**config.mk**
```make
export PLATFORM = sky130hd
export DESIGN_NAME = avalon_mm_arbiter
export DESIGN_NICKNAME = d
export VERILOG_FILES = /design/src/rtl/avalon_mm_arbiter_pkg.sv /design/src/rtl/avalon_mm_arbiter_rsp_id_fifo.sv /design/src/rtl/avalon_mm_arbiter.sv
export SDC_FILE = /design/constraint.sdc
export NUM_CORES = 1
export LEC_CHECK = 0
export CAP_MARGIN = 0
export CORE_AREA = 5 5 107 109
export CTS_CLUSTER_DIAMETER = 200
export DETAILED_ROUTE_END_ITERATION = 10
export DIE_AREA = 0 0 112 114
export DONT_BUFFER_PORTS = 1
export GPL_ROUTABILITY_DRIVEN = 1
export PLACE_DENSITY = 0.42
export RECOVER_POWER = 100
export REMOVE_ABC_BUFFERS = 1
export SETUP_SLACK_MARGIN = 0.02
export SYNTH_ARGS = -nofsm -noshare
export SYNTH_HDL_FRONTEND = slang
export SYNTH_SLANG_ARGS = --single-unit
```
**constraint.sdc**
```tcl
create_clock -name clk -period 2.5 [get_ports clk]
set_clock_uncertainty 0.1 [all_clocks]
set_input_delay 0.5 -clock clk [delete_from_list [all_inputs] [get_ports clk]]
set_output_delay 0.5 -clock clk [all_outputs]
set_load 0.005 [all_outputs]
```
**src/rtl/avalon_mm_arbiter_pkg.sv**
```systemverilog
// Shared types and the round-robin pick function for the Avalon-MM arbiter.
package avalon_arb_pkg;

  localparam int MAX_HOSTS = 8;

  typedef enum logic {ARB_RR = 1'b0, ARB_FIXED = 1'b1} arb_mode_e;
  typedef enum logic {IDLE = 1'b0, GRANTED = 1'b1} arb_state_e;

  typedef struct packed {
    logic       valid;
    logic [2:0] idx;
  } pick_t;

  // First set bit of req scanning last+1, last+2, ... modulo n.
  // Scanning the offsets downwards lets the nearest candidate overwrite the rest.
  // Passing last = n-1 degenerates into lowest-index-wins.
  function automatic pick_t rr_pick(input logic [MAX_HOSTS-1:0] req,
                                    input logic [2:0] last, input int n);
    pick_t r;
    int    j;
    r = '0;
    for (int k = n; k >= 1; k--) begin
      j = (int'(last) + k) % n;
      if (req[j]) begin
        r.valid = 1'b1;
        r.idx   = 3'(j);
      end
    end
    return r;
  endfunction

endpackage

```
**src/rtl/avalon_mm_arbiter_rsp_id_fifo.sv**
```systemverilog
// Read-ID FIFO: remembers which host owns each outstanding read, in issue order.
module rsp_id_fifo #(
  parameter int WIDTH = 1,
  parameter int DEPTH = 4
) (
  input  logic                   clk,
  input  logic                   rst,
  input  logic                   push_i,
  input  logic                   pop_i,
  input  logic [WIDTH-1:0]       din_i,
  output logic [WIDTH-1:0]       dout_o,
  output logic [$clog2(DEPTH):0] count_o,
  output logic                   full_o,
  output logic                   empty_o
);

  localparam int PW = $clog2(DEPTH);
  localparam logic [PW:0] FULL_CNT = DEPTH[PW:0];

  logic [WIDTH-1:0] mem_q [DEPTH];
  logic [PW-1:0]    wr_ptr_q, rd_ptr_q;
  logic [PW:0]      cnt_q;
  logic             do_push, do_pop;

  assign full_o  = (cnt_q == FULL_CNT);
  assign empty_o = (cnt_q == '0);
  assign do_push = push_i & ~full_o;
  assign do_pop  = pop_i & ~empty_o;
  assign dout_o  = mem_q[rd_ptr_q];
  assign count_o = cnt_q;

  // Storage needs no reset: entries are only read once counted valid.
  always_ff @(posedge clk) begin
    if (do_push) mem_q[wr_ptr_q] <= din_i;
  end

  // Pointers wrap naturally since DEPTH is a power of two.
  always_ff @(posedge clk or negedge rst) begin
    if (!rst) begin
      wr_ptr_q <= '0;
      rd_ptr_q <= '0;
      cnt_q    <= '0;
    end else begin
      if (do_push) wr_ptr_q <= wr_ptr_q + 1'b1;
      if (do_pop)  rd_ptr_q <= rd_ptr_q + 1'b1;
      case ({do_push, do_pop})
        2'b10:   cnt_q <= cnt_q + 1'b1;
        2'b01:   cnt_q <= cnt_q - 1'b1;
        default: cnt_q <= cnt_q;
      endcase
    end
  end

endmodule

```
**src/rtl/avalon_mm_arbiter.sv**
```systemverilog
// N-host to 1-agent Avalon-MM arbiter with pipelined read-return routing.
module avalon_mm_arbiter
  import avalon_arb_pkg::*;
#(
  parameter int N_HOSTS         = 2,
  parameter int ADDR_W          = 32,
  parameter int DATA_W          = 32,
  parameter int MAX_OUTSTANDING = 4,
  parameter int ARB_MODE        = 0
) (
  input  logic                                clk,
  input  logic                                rst,
  input  logic [N_HOSTS-1:0][ADDR_W-1:0]      h_address,
  input  logic [N_HOSTS-1:0]                  h_read,
  input  logic [N_HOSTS-1:0]                  h_write,
  input  logic [N_HOSTS-1:0][DATA_W-1:0]      h_writedata,
  input  logic [N_HOSTS-1:0][DATA_W/8-1:0]    h_byteenable,
  output logic [N_HOSTS-1:0]                  h_waitrequest,
  output logic [DATA_W-1:0]                   h_readdata,
  output logic [N_HOSTS-1:0]                  h_readdatavalid,
  output logic [ADDR_W-1:0]                   a_address,
  output logic                                a_read,
  output logic                                a_write,
  output logic [DATA_W-1:0]                   a_writedata,
  output logic [DATA_W/8-1:0]                 a_byteenable,
  input  logic                                a_waitrequest,
  input  logic [DATA_W-1:0]                   a_readdata,
  input  logic                                a_readdatavalid,
  output logic                                err_unexpected_rsp
);

  localparam int GW = (N_HOSTS > 1) ? $clog2(N_HOSTS) : 1;
  localparam int CW = $clog2(MAX_OUTSTANDING) + 1;
  localparam arb_mode_e MODE = arb_mode_e'(ARB_MODE[0]);
  localparam logic [CW-1:0] MAX_CNT = MAX_OUTSTANDING[CW-1:0];

  arb_state_e            state_q;
  logic [GW-1:0]         grant_q, last_q;
  logic                  err_q;

  logic [N_HOSTS-1:0]    elig;
  logic [MAX_HOSTS-1:0]  req8;
  pick_t                 pick;
  logic                  granted, g_req, accept, push, pop, rd_blocked;
  logic [GW-1:0]         fifo_dout;
  logic [CW-1:0]         fifo_count;
  logic                  fifo_full, fifo_empty;
  logic                  unused_pick;

  // A host asserting both strobes is served as a write; reads wait while the
  // registered FIFO count says every ID slot is taken.
  assign rd_blocked = (fifo_count == MAX_CNT);
  assign elig       = h_write | (h_read & ~h_write & {N_HOSTS{~rd_blocked}});

  // Winner selection; fixed priority is round-robin anchored at the top index.
  always_comb begin
    req8              = '0;
    req8[N_HOSTS-1:0] = elig;
    if (MODE == ARB_FIXED) pick = rr_pick(req8, 3'(N_HOSTS - 1), N_HOSTS);
    else                   pick = rr_pick(req8, 3'(last_q), N_HOSTS);
  end
  assign unused_pick = &{1'b0, pick.idx};

  assign granted = (state_q == GRANTED);
  assign g_req   = h_read[grant_q] | h_write[grant_q];

  // Agent side is a straight mux of the granted host; zero when nothing is live.
  always_comb begin
    a_read       = 1'b0;
    a_write      = 1'b0;
    a_address    = '0;
    a_writedata  = '0;
    a_byteenable = '0;
    if (granted && g_req) begin
      a_write      = h_write[grant_q];
      a_read       = h_read[grant_q] & ~h_write[grant_q];
      a_address    = h_address[grant_q];
      a_writedata  = h_writedata[grant_q];
      a_byteenable = h_byteenable[grant_q];
    end
  end

  assign accept = (a_read | a_write) & ~a_waitrequest;
  assign push   = accept & a_read & ~fifo_full;
  assign pop    = a_readdatavalid & ~fifo_empty;

  // Only the granted host sees the agent's stall; everyone else is held off.
  always_comb begin
    h_waitrequest = '1;
    if (granted) h_waitrequest[grant_q] = a_waitrequest;
  end

  // Read data is broadcast; the strobe goes to the host at the FIFO head.
  always_comb begin
    h_readdatavalid = '0;
    if (pop) h_readdatavalid[fifo_dout] = 1'b1;
  end
  assign h_readdata         = a_readdata;
  assign err_unexpected_rsp = err_q;

  // Arbitration FSM plus the sticky orphan-response flag.
  always_ff @(posedge clk or negedge rst) begin
    if (!rst) begin
      state_q <= IDLE;
      grant_q <= '0;
      last_q  <= GW'(N_HOSTS - 1);
      err_q   <= 1'b0;
    end else begin
      if (a_readdatavalid && fifo_empty) err_q <= 1'b1;
      case (state_q)
        IDLE: begin
          if (pick.valid) begin
            grant_q <= GW'(pick.idx);
            state_q <= GRANTED;
          end
        end
        GRANTED: begin
          if (accept) begin
            last_q  <= grant_q;
            state_q <= IDLE;
          end else if (!g_req) begin
            state_q <= IDLE;
          end
        end
        default: state_q <= IDLE;
      endcase
    end
  end

  rsp_id_fifo #(
    .WIDTH (GW),
    .DEPTH (MAX_OUTSTANDING)
  ) u_rsp_id_fifo (
    .clk     (clk),
    .rst     (rst),
    .push_i  (push),
    .pop_i   (pop),
    .din_i   (grant_q),
    .dout_o  (fifo_dout),
    .count_o (fifo_count),
    .full_o  (fifo_full),
    .empty_o (fifo_empty)
  );

endmodule

```
# Word-level counts from Yosys, hierarchy flattened
# Memory sizes are Yosys's and may differ from the RTL's.
# Index checks and enable logic that the tools add are counted.
[word_totals]
word_cells = 89
n_memories = 1
input_bits = 176
regBits = 11
out_inout_bits = 107
ram_bits = 4
[classes]
eq_ne = 3
order_cmp = 6
n_addsub = 6
n_mux = 36
bitwise = 22
reduce_logical = 8
[memory_table]
columns = ["memory", "words", "width", "rd", "rd_clocked_by_memory_dff", "write_ports", "line", "rtl"]
rows = [
  ["u_rsp_id_fifo.mem_q", 4, 1, 1, 0, 1, "avalon_mm_arbiter_rsp_id_fifo.sv:20", "logic [WIDTH-1:0] mem_q [DEPTH];"],
]
[ops]
columns = ["op", "count"]
rows = [
  ["$mux W32", 6],
  ["$mux W4", 5],
  ["$mux W1", 17],
  ["$lt A2 B5 Y1 const B", 2],
  ["$and A1 B1 Y1", 7],
  ["$pmux W3 S2", 1],
  ["$not A1 Y1", 5],
  ["$add A2 B1 Y2 const B", 2],
  ["$and A2 B2 Y2", 2],
  ["$bmux W1 S2", 2],
  ["$logic_and A1 B1 Y1", 4],
  ["$lt A1 B2 Y1 const B", 2],
  ["$mux W2", 2],
  ["$not A2 Y2", 2],
  ["$or A2 B2 Y2", 2],
  ["$reduce_and A2 Y1", 2],
  ["$add A3 B1 Y3 const B", 1],
  ["$eq A3 B3 Y1 const B", 1],
  ["$logic_not A3 Y1", 1],
  ["$sub A3 B1 Y3 const B", 1],
  ["$add A1 B1 Y1 const B", 2],
  ["$and A1 B1 Y1 const A", 2],
  ["$demux W1 S1", 2],
  ["$eq A2 B1 Y1 const B", 1],
  ["other kinds (5)", 7],
]

# Logic depth before layout (Yosys ltp)
[depth]
word_depth = 12
ltp_mapped = 9
mapped_depth_nobuf = 9

# Hierarchy
# From an unflattened synthesis, not the netlist that was laid out.
[hier_totals]
hier_cells = 265
area_unflattened_um2 = 2155.8
[modules_own_cells]
columns = ["module", "seq_area_each_um2", "cells_per_inst", "instances", "area_per_inst_um2"]
rows = [
  ["avalon_mm_arbiter", 101.3, 222, 1, 1574.0],
  ["rsp_id_fifo", 295.3, 43, 1, 581.8],
]

# Least setup slack after synthesis
# Ideal clock, no wire load.
[synth_path]
kind = "input to register"
from = "in h_write[0]"
to = "reg u_rsp_id_fifo.cnt_q[2] (netlist: u_rsp_id_fifo.count_o[2])"
required_time_ns = 2.275
path_buffers = 0
arrival_ns = 2.194
stages = 9
path_slack_ns = 0.081
setup_time_ns = 0.125
path_cell_list = "or3b_4 -> a2111oi_4 -> inv_1 -> ha_1 -> inv_1 -> fa_1 -> xor2_1 -> nor2_1 -> xor2_1"
[synth_via]
elab_chain_len = 12
word_cells_on_any_way = 17
cone_classes = "eq/ne: 2; mux: 5; bitwise: 8; reduce/logical: 2"
[synth_lines]
columns = ["element", "line", "rtl"]
rows = [
  ["start: declaration", "avalon_mm_arbiter.sv:15", "input logic [N_HOSTS-1:0] h_write,"],
  ["$mux W1 (implied by the code) (*) (2 in a row)", "avalon_mm_arbiter.sv:65, avalon_mm_arbiter.sv:75, avalon_mm_arbiter.sv:76", ""],
  ["$or A1 B1 Y1 or $not A1 Y1 (tied branches)", "avalon_mm_arbiter.sv:65, avalon_mm_arbiter.sv:76", ""],
  ["$logic_and A1 B1 Y1 or $and A1 B1 Y1 (tied branches)", "avalon_mm_arbiter.sv:74, avalon_mm_arbiter.sv:76", ""],
  ["$mux W1", "avalon_mm_arbiter.sv:74", "if (granted && g_req) begin"],
  ["$or A1 B1 Y1", "avalon_mm_arbiter.sv:83", "assign accept = (a_read | a_write) & ~a_waitrequest;"],
  ["$and A1 B1 Y1", "avalon_mm_arbiter.sv:83", ""],
  ["$and A1 B1 Y1 (*) (2 in a row)", "avalon_mm_arbiter.sv:84", "assign push = accept & a_read & ~fifo_full;"],
  ["$and A1 B1 Y1 (*)", "avalon_mm_arbiter_rsp_id_fifo.sv:27", "assign do_push = push_i & ~full_o;"],
  ["$eq A2 B1 Y1 or $eq A2 B2 Y1 (tied branches)", "avalon_mm_arbiter_rsp_id_fifo.sv:46", "case ({do_push, do_pop})"],
  ["$pmux W3 S2 or $reduce_bool A2 Y1 (tied branches)", "-", ""],
  ["end signal: assignment", "avalon_mm_arbiter_rsp_id_fifo.sv:47", "2'b10: cnt_q <= cnt_q + 1'b1;"],
  ["end signal: assignment", "avalon_mm_arbiter_rsp_id_fifo.sv:48", "2'b01: cnt_q <= cnt_q - 1'b1;"],
  ["end signal: assignment", "avalon_mm_arbiter_rsp_id_fifo.sv:49", "default: cnt_q <= cnt_q;"],
  ["end: declaration", "avalon_mm_arbiter_rsp_id_fifo.sv:22", "logic [PW:0] cnt_q;"],
]
# Every way passes the cells marked *; elsewhere a longest branch is shown, timed or not. The select of a mux whose other input is x is not followed.
# A chain may end at the register's enable or synchronous reset.

# Worst setup path after layout
[layout_path]
from = "reg grant_q"
to = "reg u_rsp_id_fifo.cnt_q[2] (netlist: u_rsp_id_fifo.count_o[2])"
[layout_via]
elab_chain_len = 12
word_cells_on_any_way = 19
cone_classes = "eq/ne: 2; mux: 7; bitwise: 8; reduce/logical: 2"
[layout_lines]
columns = ["element", "line", "rtl"]
rows = [
  ["start: declaration", "avalon_mm_arbiter.sv:38", "logic [GW-1:0] grant_q, last_q;"],
  ["start signal: assignment", "avalon_mm_arbiter.sv:113", "grant_q <= GW'(pick.idx);"],
  ["$mux W1 (on tied branches) (2 in a row)", "avalon_mm_arbiter.sv:65, avalon_mm_arbiter.sv:76, avalon_mm_arbiter.sv:75", ""],
  ["$or A1 B1 Y1 or $not A1 Y1 (tied branches)", "avalon_mm_arbiter.sv:65, avalon_mm_arbiter.sv:76", ""],
  ["$logic_and A1 B1 Y1 or $and A1 B1 Y1 (tied branches)", "avalon_mm_arbiter.sv:74, avalon_mm_arbiter.sv:76", ""],
  ["$mux W1", "avalon_mm_arbiter.sv:74", ""],
  ["$or A1 B1 Y1", "avalon_mm_arbiter.sv:83", ""],
  ["$and A1 B1 Y1", "avalon_mm_arbiter.sv:83", ""],
  ["$and A1 B1 Y1 (*) (2 in a row)", "avalon_mm_arbiter.sv:84", ""],
  ["$and A1 B1 Y1 (*)", "avalon_mm_arbiter_rsp_id_fifo.sv:27", ""],
  ["$eq A2 B1 Y1 or $eq A2 B2 Y1 (tied branches)", "avalon_mm_arbiter_rsp_id_fifo.sv:46", ""],
  ["$pmux W3 S2 or $reduce_bool A2 Y1 (tied branches)", "-", ""],
]
# Marked as above.

==> run summary <==
post-CTS repair timing setup buffer count - 0
Vias/cell - 4.60
Syn Std Cell Area - 0.00211 sq mm
post-route cell area - 0.00210 sq mm
HPWL after DPL - 6.89 mm
cell taking the most area after synthesis - mux2i_1
largest net degree at the start of global routing - 76
Synth Area in Compound Gates - 0.0533
Max Clk Rate - 0.425 GHz
core area - 0.0105 sq mm
Least-Margin Pin Slew - 505 ps
Pre-antenna DRT Iters - 4
post-synthesis xor/xnor area fraction - 0.0249
Die X - 112 um
logic gate share of total power - 0.715
Final Util - 0.200
I/O Buffers - 0
sequential power share - 0.202
ratio of cells with drive above 1 in the final layout - 0.0807
cell internal pwr - 0.00117 W
CP Max Fanout - 2
dominant cells by area after synthesis - mux2i_1, nor2_1, dfrtp_1, buf_4, edfxtp_1
Avg Synthesized Cell Area - 8.09 sq um
dpl cell area - 0.00205 sq mm
vias - 1668
critical path launch point type - flip-flop
hold_ws - 269 ps
CP Data Arrival Time - 2380 ps
Synth warnings - 0
register area - 400 sq um
drt initial violations - 71
ANT nets after route - 0
WL per Instance - 22.1 um
first-pass GRT wire length - 10.8 mm
Skew-Pair Late Insertion Delay - 240 ps
antenna violations before repair - 5
Post-route DRC - 0
P_leak - 0.905 nW
CP Capture Type - flip-flop
DIE AREA - 0.0128 sq mm
H-tree depth - 1
drt total wl - 8.03 mm
Boundary Pins - 283
#FFs+latches synth - 15
sw frac - 0.496
Multi-input gate area - 0.00137 sq mm
VDD IR max - 0.000595 V
Tmin final - 2350 ps
outcome - complete, no violations
Syn Inst Count - 261
Tcrit/Tclk final - 0.940
post-synthesis simple-gate area fraction - 0.182
register area share after synthesis - 0.188
synth unique cells - 34
final setup fails - 0
Placed Cells - 358
Die Ht - 114 um
Overflow after GRT - 0
NumNets Final - 406
total CTS buffers - 3
worst path required time - 2530 ps
max_slew headroom - 0.662
CTS tree - done
GRT Total Usage - 0.113
post-synthesis adder-cell area fraction - 0.0391
Finished Layout Cells - 363
ANT cells - 0
multiplexer share of the synthesized area - 0.350
worst min path class - input port to flip-flop
RSZ-0062 raised after global routing - false
PwrDens - 1100 mW/mm^2
Initial Util - 0.201
Fin. Hold Viols - 0
vias in the first global route - 1719
clock network power share - 0.083
Synth top area share - 0.332
number of max-cap violations - 0
max-slew violation count - 0
Routability Congestion - 0.717
area added between synthesis and finish - -0.415%
Rows - 38
Root Buffer - clkbuf_8
CTS sink cnt - 15
Psw - 0.00115 W
main combinational cell family by area after synthesis - multiplexers
clk slew on worst S/H paths - 60 ps
clk buf depth - 2
total power - 0.00232 W
Setup CP Type - flip-flop to flip-flop
fill cell count - 1158
-- power groups by stage --
stage	sequential [W]	clock, W	combinational (W)
detailed placement	0.000475	0	0.00169
floorplan	0.000655	0	0.00121
CTS	0.000471	0.000206	0.00170
finish	0.000468	0.000193	0.00166
global placement	0.000469	0	0.00167
global route	0.000491	0.000224	0.00185
-- stage by stage --
step                      worst slack [ps]  TNS [ps]
after global routing                  25.1         0
after floorplan                      -1980   -158760
after detailed placement               136         0
final                                  150         0
after global placement                 169         0
after CTS                              136         0
-- cells in the mapped netlist --
library cell,instances
fa_1,1
a211o_1,1
ha_1,5
or3b_4,1
nor3_1,2
o32ai_1,1
or3_1,1
buf_4,32
o21a_1,1
o31a_1,1
a21oi_1,1
mux2_4,1
o2bb2ai_1,1
mux4_2,1
clkbuf_1,14
a2111oi_4,1
and2_2,4
nor2b_1,1
nand2_1,4
and2_1,1
nor2_1,72
buf_2,2
o21ai_0,3
mux2i_1,70
dfrtp_1,10
a21o_1,2
edfxtp_1,4
nor3b_1,2
o211ai_1,1
nand3b_1,2
xor2_1,3
xnor2_1,3
dfstp_2,1
inv_1,11
-- routing by layer --
layer,track usage,share of wire,vias up
met5,0.0235,0.012,-
met4,0.0120,0.0057,10
met3,0.109,0.21,18
met2,0.161,0.43,156
met1,0.124,0.35,720
li1,-,-,764
-- sequential cells by signal, indices dropped and copies added (netlist names) --
register	count
u_rsp_id_fifo.rd_ptr_q	2
granted	1
last_q	1
u_rsp_id_fifo.mem_q	4
u_rsp_id_fifo.count_o	3
grant_q	1
u_rsp_id_fifo.wr_ptr_q	2
err_unexpected_rsp	1
-- kinds of logic (layout without fill, tap and decap cells) --
kind of cell	Yosys count	in the layout
and+or+nand+nor	90	90
muxes	72	72
buffers and inverters	59	21
DFF	15	15
AOI/OAI and AO/OA	13	13
adders and majority gates	6	6
xor gates and xnor gates	6	6
-- cells in the final DEF (no fill, tap or decap), types with 2 or more instances in the layout --
cell type / n
nor2_1: 72
mux2i_1: 70
inv_1: 11
dfrtp_1: 9
ha_1: 5
and2_2: 4
nand2_1: 4
edfxtp_1: 4
xnor2_1: 3
xor2_1: 3
o21ai_0: 3
clkbuf_8: 3
nor3_1: 2
nand3b_1: 2
nor3b_1: 2
a21o_1: 2
clkbuf_1: 2
buf_12: 2
buf_4: 2
-- path summary, 6_finish.rpt --
| check | startpoint | end | slack [ps] | cells past startpoint |
|---|---|---|---|---|
| worst max register to register | grant_q | u_rsp_id_fifo.count_o[2] | 150 | 9 |
| min in group asynchronous | rst | err_unexpected_rsp | 560 | 1 |
| worst max-delay path | grant_q | u_rsp_id_fifo.count_o[2] | 150 | 9 |
| worst min register to register | err_unexpected_rsp | err_unexpected_rsp | 380 | 1 |
| worst min-delay path | a_readdatavalid | err_unexpected_rsp | 270 | 1 |
| max in group asynchronous | rst | grant_q | 1360 | 1 |
-- worst max-delay path, cell delays in order (launching register included) --
cell and delay, ps:
dfrtp_4 470, or3b_4 420, a2111oi_4 370, inv_1 80, ha_1 210, inv_1 70, fa_1 180, xor2_1 150
nor2_1 60, xor2_1 140
-- what timing repair did --
item / in CTS / in global routing
hold buffers: 1 / 0
endpoints found under the setup margin: 0 / 0
resized for setup: 0 / 0
endpoints found under the hold margin: 11 / 0
-- final cells by class --
| cell class | count | area share |
|---|---|---|
| clock buffer | 4 | 0.0214 |
| inverter | 11 | 0.0196 |
| tap | 140 | 0.0833 |
| timing repair buffer | 6 | 0.0327 |
| multi-input combinational | 187 | 0.653 |
| sequential | 15 | 0.190 |
Note: power is estimated with default switching activity, not from simulation.
